===== src/rtl/bcd_to_binary_seq_if.sv =====
// Request/result bundle for the sequential BCD-to-binary converter.
// The master drives a conversion request and the slave returns the result.
interface bcd_to_binary_seq_if #(
  parameter int NUM_DIGITS = 3,
  parameter int OUT_W      = 8
);
  logic                    start;
  logic [4*NUM_DIGITS-1:0] bcd_in;
  logic [OUT_W-1:0]        binary;
  logic                    valid;
  logic                    busy;
  logic                    overflow;
  logic                    digit_err;

  modport master (
    output start, bcd_in,
    input  binary, valid, busy, overflow, digit_err
  );

  modport slave (
    input  start, bcd_in,
    output binary, valid, busy, overflow, digit_err
  );
endinterface


===== src/rtl/bcd_to_binary_seq.sv =====
// Reverse double-dabble BCD-to-binary converter, one result bit per clock.
// Invalid digits skip the shift phase; oversized results saturate to all-ones.
module bcd_to_binary_seq #(
  parameter int NUM_DIGITS = 3,
  parameter int OUT_W      = 8
) (
  input logic                clk,
  input logic                rst_n,
  bcd_to_binary_seq_if.slave bus
);
  localparam int RAW_W = $clog2(10**NUM_DIGITS);
  localparam int BCD_W = 4 * NUM_DIGITS;
  localparam int CAT_W = BCD_W + RAW_W;
  localparam int CNT_W = $clog2(RAW_W + 1);
  localparam int EXT_W = (RAW_W > OUT_W) ? RAW_W : OUT_W;

  typedef enum logic [1:0] {S_IDLE, S_SHIFT, S_DONE} state_t;

  state_t             state_q, state_d;
  logic [BCD_W-1:0]   bcd_q, bcd_d;
  logic [RAW_W-1:0]   raw_q, raw_d;
  logic [CNT_W-1:0]   cnt_q, cnt_d;
  logic [OUT_W-1:0]   bin_q, bin_d;
  logic               ovf_q, ovf_d;
  logic               err_q, err_d;
  logic [CAT_W-1:0]   shifted;

  function automatic logic nibble_bad(input logic [BCD_W-1:0] v);
    logic bad;
    bad = 1'b0;
    for (int i = 0; i < NUM_DIGITS; i++) begin
      if (v[4*i +: 4] > 4'd9) bad = 1'b1;
    end
    return bad;
  endfunction

  // Shift right, then pull each digit that reached 8 or more back by 3.
  function automatic logic [CAT_W-1:0] dabble_step(input logic [CAT_W-1:0] v);
    logic [CAT_W-1:0] s;
    s = v >> 1;
    for (int i = 0; i < NUM_DIGITS; i++) begin
      if (s[RAW_W+4*i +: 4] >= 4'd8) s[RAW_W+4*i +: 4] = s[RAW_W+4*i +: 4] - 4'd3;
    end
    return s;
  endfunction

  function automatic logic is_ovf(input logic [RAW_W-1:0] r);
    return EXT_W'(r) > EXT_W'({OUT_W{1'b1}});
  endfunction

  function automatic logic [OUT_W-1:0] sat_out(input logic [RAW_W-1:0] r);
    logic [EXT_W-1:0] e;
    e = EXT_W'(r);
    if (is_ovf(r)) return '1;
    return e[OUT_W-1:0];
  endfunction

  always_ff @(posedge clk or negedge rst_n) begin
    if (!rst_n) begin
      state_q <= S_IDLE;
      bcd_q   <= '0;
      raw_q   <= '0;
      cnt_q   <= '0;
      bin_q   <= '0;
      ovf_q   <= 1'b0;
      err_q   <= 1'b0;
    end else begin
      state_q <= state_d;
      bcd_q   <= bcd_d;
      raw_q   <= raw_d;
      cnt_q   <= cnt_d;
      bin_q   <= bin_d;
      ovf_q   <= ovf_d;
      err_q   <= err_d;
    end
  end

  always_comb begin
    state_d = state_q;
    bcd_d   = bcd_q;
    raw_d   = raw_q;
    cnt_d   = cnt_q;
    bin_d   = bin_q;
    ovf_d   = ovf_q;
    err_d   = err_q;
    shifted = dabble_step({bcd_q, raw_q});
    case (state_q)
      S_IDLE: begin
        if (bus.start) begin
          bcd_d = bus.bcd_in;
          raw_d = '0;
          cnt_d = '0;
          ovf_d = 1'b0;
          err_d = 1'b0;
          if (nibble_bad(bus.bcd_in)) begin
            err_d   = 1'b1;
            bin_d   = '0;
            state_d = S_DONE;
          end else begin
            state_d = S_SHIFT;
          end
        end
      end
      S_SHIFT: begin
        {bcd_d, raw_d} = shifted;
        cnt_d          = cnt_q + CNT_W'(1);
        // The result register is loaded from the final shift, not from raw_q.
        if (cnt_q == CNT_W'(RAW_W - 1)) begin
          bin_d   = sat_out(shifted[RAW_W-1:0]);
          ovf_d   = is_ovf(shifted[RAW_W-1:0]);
          state_d = S_DONE;
        end
      end
      S_DONE:  state_d = S_IDLE;
      default: state_d = S_IDLE;
    endcase
  end

  always_comb begin
    bus.valid     = (state_q == S_DONE);
    bus.busy      = (state_q != S_IDLE);
    bus.binary    = bin_q;
    bus.overflow  = ovf_q;
    bus.digit_err = err_q;
  end
endmodule

===== src/flat_wrapper.sv =====
// flat-port wrapper written by rule: the top's interface ports become plain ports
module bcd_to_binary_seq_flat 
#(
  parameter int NUM_DIGITS = 3,
  parameter int OUT_W      = 8
)
  (clk, rst_n, bus_start, bus_bcd_in, bus_binary, bus_valid, bus_busy, bus_overflow, bus_digit_err);
  bcd_to_binary_seq_if #(.NUM_DIGITS(NUM_DIGITS), .OUT_W(OUT_W)) bus_i ();
  input logic clk;
  input logic rst_n;
  input wire logic [$bits(bus_i.start)-1:0] bus_start;
  input wire logic [$bits(bus_i.bcd_in)-1:0] bus_bcd_in;
  output wire logic [$bits(bus_i.binary)-1:0] bus_binary;
  output wire logic [$bits(bus_i.valid)-1:0] bus_valid;
  output wire logic [$bits(bus_i.busy)-1:0] bus_busy;
  output wire logic [$bits(bus_i.overflow)-1:0] bus_overflow;
  output wire logic [$bits(bus_i.digit_err)-1:0] bus_digit_err;
  assign bus_i.start = bus_start;
  assign bus_i.bcd_in = bus_bcd_in;
  assign bus_binary = bus_i.binary;
  assign bus_valid = bus_i.valid;
  assign bus_busy = bus_i.busy;
  assign bus_overflow = bus_i.overflow;
  assign bus_digit_err = bus_i.digit_err;
  bcd_to_binary_seq #(.NUM_DIGITS(NUM_DIGITS), .OUT_W(OUT_W)) u_core (.clk(clk), .rst_n(rst_n), .bus(bus_i));
endmodule

===== config.mk =====
export PLATFORM = sky130hd
export DESIGN_NAME = bcd_to_binary_seq_flat
export DESIGN_NICKNAME = d
export VERILOG_FILES = /design/src/rtl/bcd_to_binary_seq_if.sv /design/src/rtl/bcd_to_binary_seq.sv /design/src/flat_wrapper.sv
export SDC_FILE = /design/constraint.sdc
export NUM_CORES = 1
export LEC_CHECK = 0
export BUFFER_PORTS_ARGS = -buffer_cell sky130_fd_sc_hd__clkbuf_2
export CORE_MARGIN = 8
export CORE_UTILIZATION = 46
export DETAILED_ROUTE_END_ITERATION = 8
export GPL_ROUTABILITY_DRIVEN = 0
export PLACE_DENSITY = 0.62
export SLEW_MARGIN = 40
export SYNTH_ARGS = -nofsm -noshare
export SYNTH_HDL_FRONTEND = slang
export SYNTH_SLANG_ARGS = --single-unit
export TNS_END_PERCENT = 30

===== constraint.sdc =====
create_clock -name clk -period 2.2 [get_ports clk]
set_input_delay 0.11 -clock clk [delete_from_list [all_inputs] [get_ports clk]]
set_output_delay 0.11 -clock clk [all_outputs]
set_load 0.1 [all_outputs]

==> run metrics, run 1 <==
depth of the worst register-to-register path=4; status=complete, no violations; top routing layer in use=met4; global routing usage summed across all routing layers=13.67%; share of the synthesized area in the top cell type=between 40% and 50%; transition time at the pin with the least slew margin=around 0.55 ns; cell types occupying the most area after synthesis=sky130_fd_sc_hd__dfrtp_1, sky130_fd_sc_hd__nand2_1, sky130_fd_sc_hd__o221ai_1; largest vdd supply drop=approximately 0.0010 V; H-tree levels=2; yosys warns=0; total clock sinks=37; number of buffers created by CTS=5; Placeable Area=0.003971 mm²; layout cell share with drive strength beyond 1=a little under a fifth; P&R area growth vs syn=13.21%; number of endpoints failing setup at the final stage=0; remaining routing DRC violations=0; final HPWL from detailed placement=2.935 mm; final clock period utilization by the worst path=80.21%; distinct cell type count of the synthesized netlist=35; critical-path maximum fanout=17; endpoint kind of the worst setup timing path=register; depth of the worst hold-timing path=3; count of final max-slew check failures=0; total of hold buffers inserted after clock tree synthesis=1; Total Routed Length=just over 4 mm; via count of the first global-routing pass=approximately 1400; leakage power figure=a little over 1 nW; clock-pin slew reported for the worst setup and hold paths after clock tree synthesis=~0.07 ns; first-pass GRT wire length=about 7 mm; worst slew margin relative to its limit=~63%; most frequent cell after synthesis=sky130_fd_sc_hd__nand2_1; Final Net Count=~240; synthesized area per cell=approximately 9.6 µm²; required time reported for the critical path endpoint=between 2 and 2.5 ns; Final Hold Vio Count=0; gate count of the mapped netlist=between 150 and 200; number of vias in the routed layout=between 1000 and 1500; total of flip-flops plus latches after synthesis=37; CTS root buf=sky130_fd_sc_hd__clkbuf_8; RSZ-0062 raised after global routing=false; final standard cell area without fillers=~0.0021 mm²; worst slack on hold paths=a little under 0.04 ns; grt total ovfl=0; Power per Cell Area=around 1300 mW/mm²; DRT iter0 DRCs=138; Top Ports=27; fraction of registers with async set or reset after synthesis=100.0%; critical path start-end classification=reg -> reg; area enclosed by the die boundary=between 0.006 and 0.007 mm²; nature of the critical path startpoint=register; detailed-route wire length per cell=15.20 µm; met3 WL post-DR=~280 µm; cell accounting for the most synthesized area=sky130_fd_sc_hd__dfrtp_1; synthesized net count=217; Fillers=about 360; met1 WL=about 1.9 mm; sequential cell area fraction in the yosys report=about half; count of port buffers added during placement=26; initial antenna violation count=0; die height=approximately 80 µm; worst hold path type=in -> reg; most common library cells after synthesis=sky130_fd_sc_hd__nand2_1, sky130_fd_sc_hd__dfrtp_1, sky130_fd_sc_hd__inv_1, sky130_fd_sc_hd__nand3_1, sky130_fd_sc_hd__o221ai_1; maximum clock frequency=566.7 MHz; CTS tree=built; arrival time at the worst endpoint=around 1.9 ns; dominant synthesized flop cell=sky130_fd_sc_hd__dfrtp_1; Final Skew=around 0.009 ns; Total Negative Setup Slacks=0 ns; row cnt=23; remaining number of nets flagged by the antenna check after routing=0; Vias per Instance=between 5 and 6; netlist area before placement=around 0.0019 mm²; number of flops mapped to enable cells by yosys=0; max-capacitance violation count=0; antenna diode instance count=0; detailed route wirelength on metal2=~1.9 mm; starting utilization of the core area=a little under half; placed instance area=0.002043 mm²; pin count of the biggest net entering global routing=38; Clock Tree Buf Depth=2; post-cts repair resize count=0; insertion delay of the later-clocked pin in the worst-skew pair=approximately 0.29 ns; width of the die=80 µm; post-layout minimum cycle time=about 1.8 ns; first-pass iteration count of the detailed router=4; Post CTS Setup Buffer Count=0
-- logic make-up (layout without fill, tap and decap cells) --
kind of cell	Yosys count	in the layout	synth area share (%)
AOI/OAI and AO/OA	42	42	16.80
muxes	5	5	2.722
buffers and inverters	27	53	6.308
DFF	37	37	49.14
xor gates and xnor gates	5	5	2.324
adders and majority gates	6	6	3.984
and+or+nand+nor	74	74	18.73
-- critical path, cell delays in order, from the launching register on --
cell                       delay (ns)
sky130_fd_sc_hd__dfrtp_1         0.48
sky130_fd_sc_hd__or3b_1          0.64
sky130_fd_sc_hd__buf_4           0.30
sky130_fd_sc_hd__nand2_1         0.08
sky130_fd_sc_hd__o221ai_1        0.10
-- sequential cells by signal (all words and copies together) (netlist names) --
| register | flops |
|---|---|
| u_core.bcd_q | 12 |
| u_core.bus.digit_err | 1 |
| u_core.bus.binary | 8 |
| u_core.bus.overflow | 1 |
| u_core.raw_q | 9 |
| u_core.cnt_q | 4 |
| u_core.state_q | 2 |
-- report_power, final --
part | total (mW) | internal [mW] | switching [mW]
Combinational | 1.22 | 0.407 | 0.813
Sequential | 1.11 | 0.878 | 0.230
Clock | 0.459 | 0.225 | 0.234
Total | 2.79 | 1.51 | 1.28
-- per-layer routing --
layer,up-vias,global-route usage (%)
li1,733,-
met1,712,18.62
met4,0,6.000
met3,6,3.829
met2,45,19.56
met5,-,0
-- metrics by stage --
stage,utilization [%],std cells,setup slack (ns),total power [mW]
after floorplan,-,196,0.2946,2.088
after global placement,51.39,263,0.5008,2.293
after detailed placement,51.45,263,0.4563,2.337
after CTS,53.72,272,0.4424,2.806
after global routing,53.72,272,0.3439,2.979
final,53.72,272,0.4354,2.787
-- worst paths after layout --
| kind | startpoint | to | slack, ns |
|---|---|---|---|
| setup / recovery | u_core.state_q[0] | u_core.bus.binary[0] | 0.44 |
| hold / removal | bus_bcd_in[11] | u_core.bcd_q[11] | 0.04 |
| setup reg to reg | u_core.state_q[0] | u_core.bus.binary[0] | 0.44 |
| hold reg to reg | u_core.raw_q[3] | u_core.raw_q[2] | 0.50 |
| max in group asynchronous | rst_n | u_core.bus.binary[0] | 1.49 |
| min in group asynchronous | rst_n | u_core.bcd_q[1] | 0.34 |
-- cell type report --
cell class                      count  area (µm²)  area share (%)
Sequential cell                    37       925.9           43.40
Multi-Input combinational cell    132       839.6           39.35
Clock buffer                        8       80.08           3.754
Tap cell                           50       62.56           2.933
Inverter                           14       52.55           2.463
Timing Repair Buffer               31       172.7           8.094
-- placed cells by master (no fill, tap or decap), types with 5 or more instances in the layout --
cell type / count
sky130_fd_sc_hd__o311ai_0: 8
sky130_fd_sc_hd__ha_1: 6
sky130_fd_sc_hd__nor2_1: 7
sky130_fd_sc_hd__inv_1: 14
sky130_fd_sc_hd__clkbuf_8: 5
sky130_fd_sc_hd__dfrtp_1: 37
sky130_fd_sc_hd__a31oi_1: 7
sky130_fd_sc_hd__nand2_1: 40
sky130_fd_sc_hd__nand3_1: 14
sky130_fd_sc_hd__clkbuf_2: 25
sky130_fd_sc_hd__o221ai_1: 9
Note: power is estimated with default switching activity, not from simulation.
==> inputs of run 2 (changes only) <==
--- a/config.mk
+++ b/config.mk
@@ -10,7 +10,7 @@
 export CORE_UTILIZATION = 46
 export DETAILED_ROUTE_END_ITERATION = 8
 export GPL_ROUTABILITY_DRIVEN = 0
-export PLACE_DENSITY = 0.62
+export PLACE_DENSITY = 0.65
 export SLEW_MARGIN = 40
 export SYNTH_ARGS = -nofsm -noshare
 export SYNTH_HDL_FRONTEND = slang
==> constraint.sdc (replaced) <==
create_clock -name clk -period 1.6 [get_ports clk]
set_input_delay 0.08 -clock clk [delete_from_list [all_inputs] [get_ports clk]]
set_output_delay 0.08 -clock clk [all_outputs]
set_load 0.1 [all_outputs]
==> run metrics, run 2 (synthesized netlist as in run 1, its figures left out) <==
number of flip-flops in the largest register=12 (unchanged); leakage power figure=1.086 nW (was 1.026 nW); worst slack on hold paths=0.01756 ns (was 0.03883 ns); Final Hold Vio Count=0 (unchanged); slowest stage cell, crit path=sky130_fd_sc_hd__dfrtp_1 (was sky130_fd_sc_hd__or3b_1); transition time at the pin with the least slew margin=0.5513 ns (was 0.5494 ns); Post CTS Setup Buffer Count=0 (unchanged); Worst R2R End=u_core.bcd_q[0] (was u_core.bus.binary[0]); placed instance area=0.002106 mm² (was 0.002043 mm²); final standard cell area without fillers=0.002228 mm² (was 0.002133 mm²); number of endpoints failing setup at the final stage=0 (unchanged); total clock sinks=37 (unchanged); CTS root buf=sky130_fd_sc_hd__clkbuf_8 (unchanged); number of buffers created by CTS=5 (unchanged); Hold Path Origin=bus_bcd_in[8] (was bus_bcd_in[11]); origin of the critical flop-to-flop path=u_core.state_q[0] (unchanged); register area=925.9 µm² (unchanged); clock-pin slew reported for the worst setup and hold paths after clock tree synthesis=0.07 ns (about the same); required time reported for the critical path endpoint=1.52 ns (was 2.33 ns); critical-path maximum fanout=8 (was 17); arrival time at the worst endpoint=1.40 ns (was 1.89 ns); depth of the worst hold-timing path=3 (unchanged); starting utilization of the core area=47.45% (unchanged); Final Net Count=251 (was 242); number of placed instances with taps included=271 (was 263); detailed-route wire length per cell=14.35 µm (was 15.20 µm); remaining routing DRC violations=0 (unchanged); DRT iter0 DRCs=88 (was 138); largest vdd supply drop=0.0009932 V (was 0.001000 V); post-layout minimum cycle time=around 1.5 ns; Top Ports=27 (unchanged); final critical-path setup slack=0.1186 ns (was 0.4354 ns); endpoint kind of the worst setup timing path=primary output (was register); final non-filler cell total=281 (was 272); worst slew margin relative to its limit=63.40% (was 63.33%); status=complete, no violations (unchanged); P&R area growth vs syn=18.26% (was 13.21%); depth of the worst register-to-register path=4 (unchanged); Total Routed Length=4.031 mm (was 4.134 mm); initial antenna violation count=0 (unchanged); pin count of the biggest net entering global routing=38 (unchanged); overall power after layout=4.006 mW (was 2.787 mW); cell family with the largest share of critical-path delay=flip-flops (was simple AND/OR/NAND/NOR gates); Placeable Area=0.003971 mm² (unchanged); largest incremental delay on the critical path=0.47 ns (was 0.64 ns); number of vias in the routed layout=1507 (was 1496); insertion delay of the later-clocked pin in the worst-skew pair=0.29 ns (about the same); end of the worst hold path=u_core.bcd_q[8] (was u_core.bcd_q[11]); first-pass iteration count of the detailed router=6 (was 4); area enclosed by the die boundary=0.006400 mm² (unchanged); Final Skew=0.009183 ns (was 0.008883 ns); most used cells in the layout excluding fill and tap cells=sky130_fd_sc_hd__nand2_1, sky130_fd_sc_hd__dfrtp_1, sky130_fd_sc_hd__clkbuf_2 (unchanged); CTS tree=built (unchanged); Power per Cell Area=1798 mW/mm² (was 1306 mW/mm²); max-capacitance violation count=0 (unchanged); Clock Tree Buf Depth=2 (unchanged); antenna diode instance count=0 (unchanged); via count of the first global-routing pass=1470 (was 1363); row cnt=23 (unchanged); start point of the critical path=u_core.state_q[0] (unchanged); count of port buffers added during placement=26 (unchanged); worst hold path type=in -> reg (unchanged); H-tree levels=2 (unchanged); nature of the critical path startpoint=register (unchanged); critical-path cell list=or2_2 > buf_2 (was or3b_1 > buf_4 > nand2_1 > o221ai_1); global routing usage summed across all routing layers=13.91% (was 13.67%); final clock period utilization by the worst path=92.59%; maximum clock frequency=approximately 680 MHz; Fillers=375 (was 359); buffers plus inverters on the worst setup path=1 (unchanged); first-pass GRT wire length=7.093 mm (was 6.851 mm); die height=80 µm (unchanged); grt total ovfl=0 (unchanged); layout cell share with drive strength beyond 1=22.94% (was 18.02%); Total Negative Setup Slacks=0 ns (unchanged); count of final max-slew check failures=0 (unchanged); width of the die=80 µm (unchanged); RSZ-0062 raised after global routing=false (unchanged); Setup Slack @ Placement=0.1095 ns (was 0.4563 ns); final HPWL from detailed placement=2.901 mm (was 2.935 mm); Vias per Instance=5.363 (was 5.500); remaining number of nets flagged by the antenna check after routing=0 (unchanged); Post-Route Utilization=56.11% (was 53.72%); R2R Setup Slk=0.13 ns (was 0.44 ns); area occupied by multi-input gates=843.3 µm² (was 839.6 µm²); critical path start-end classification=reg -> out (was reg -> reg); commonest non-fill, non-tap cell in the layout=sky130_fd_sc_hd__nand2_1 (unchanged); register with the most flip-flops=u_core.bcd_q (unchanged)
-- run 2: layer usage --
metal	GRT usage [%]	wire [µm]	vias up
li1	-	-	757
met2	20.21	1831	24
met3	4.279	190	4
met1	18.90	1978	722
met5	0	0	-
met4	4.909	30	0
-- run 2: where the power goes --
group / internal (mW) / switching (mW)
clock network: 0.389 / 0.324
logic: 0.637 / 1.13
registers: 1.21 / 0.317
-- run 2: how the worst max path moves through the flow --
stage | end | slack, ns | cells past startpoint
finish | bus_busy | 0.12 | 2
global route | u_core.bus.binary[6] | 0.02 | 4
CTS | bus_busy | 0.03 | 2
detailed placement | u_core.bus.binary[7] | 0.11 | 5
global placement | u_core.bus.binary[4] | 0.15 | 5
floorplan | bus_valid | 0.24 | 1
-- run 2: area by class of cell --
| class | count | share of cell area, % |
|---|---|---|
| well taps | 50 | 2.807 |
| inverters | 14 | 2.358 |
| flip-flops and latches | 37 | 41.55 |
| clock inverters | 1 | 0.2246 |
| multi-input cells | 132 | 37.84 |
| repair buffers | 40 | 10.89 |
| clock buffers | 7 | 4.323 |
-- run 2: timing repair --
| action | CTS | global route |
|---|---|---|
| resized for setup | 0 | 2 |
| hold buffers | 2 | 0 |
| endpoints found under the setup margin | 0 | 4 |
| hold endpoints to repair | 38 | 0 |
-- run 2: tightest hold or removal path, stage by stage --
cell and delay [ns]:
sky130_fd_sc_hd__clkbuf_2 0.08, sky130_fd_sc_hd__nand2_1 0.05, sky130_fd_sc_hd__a31oi_1 0.07
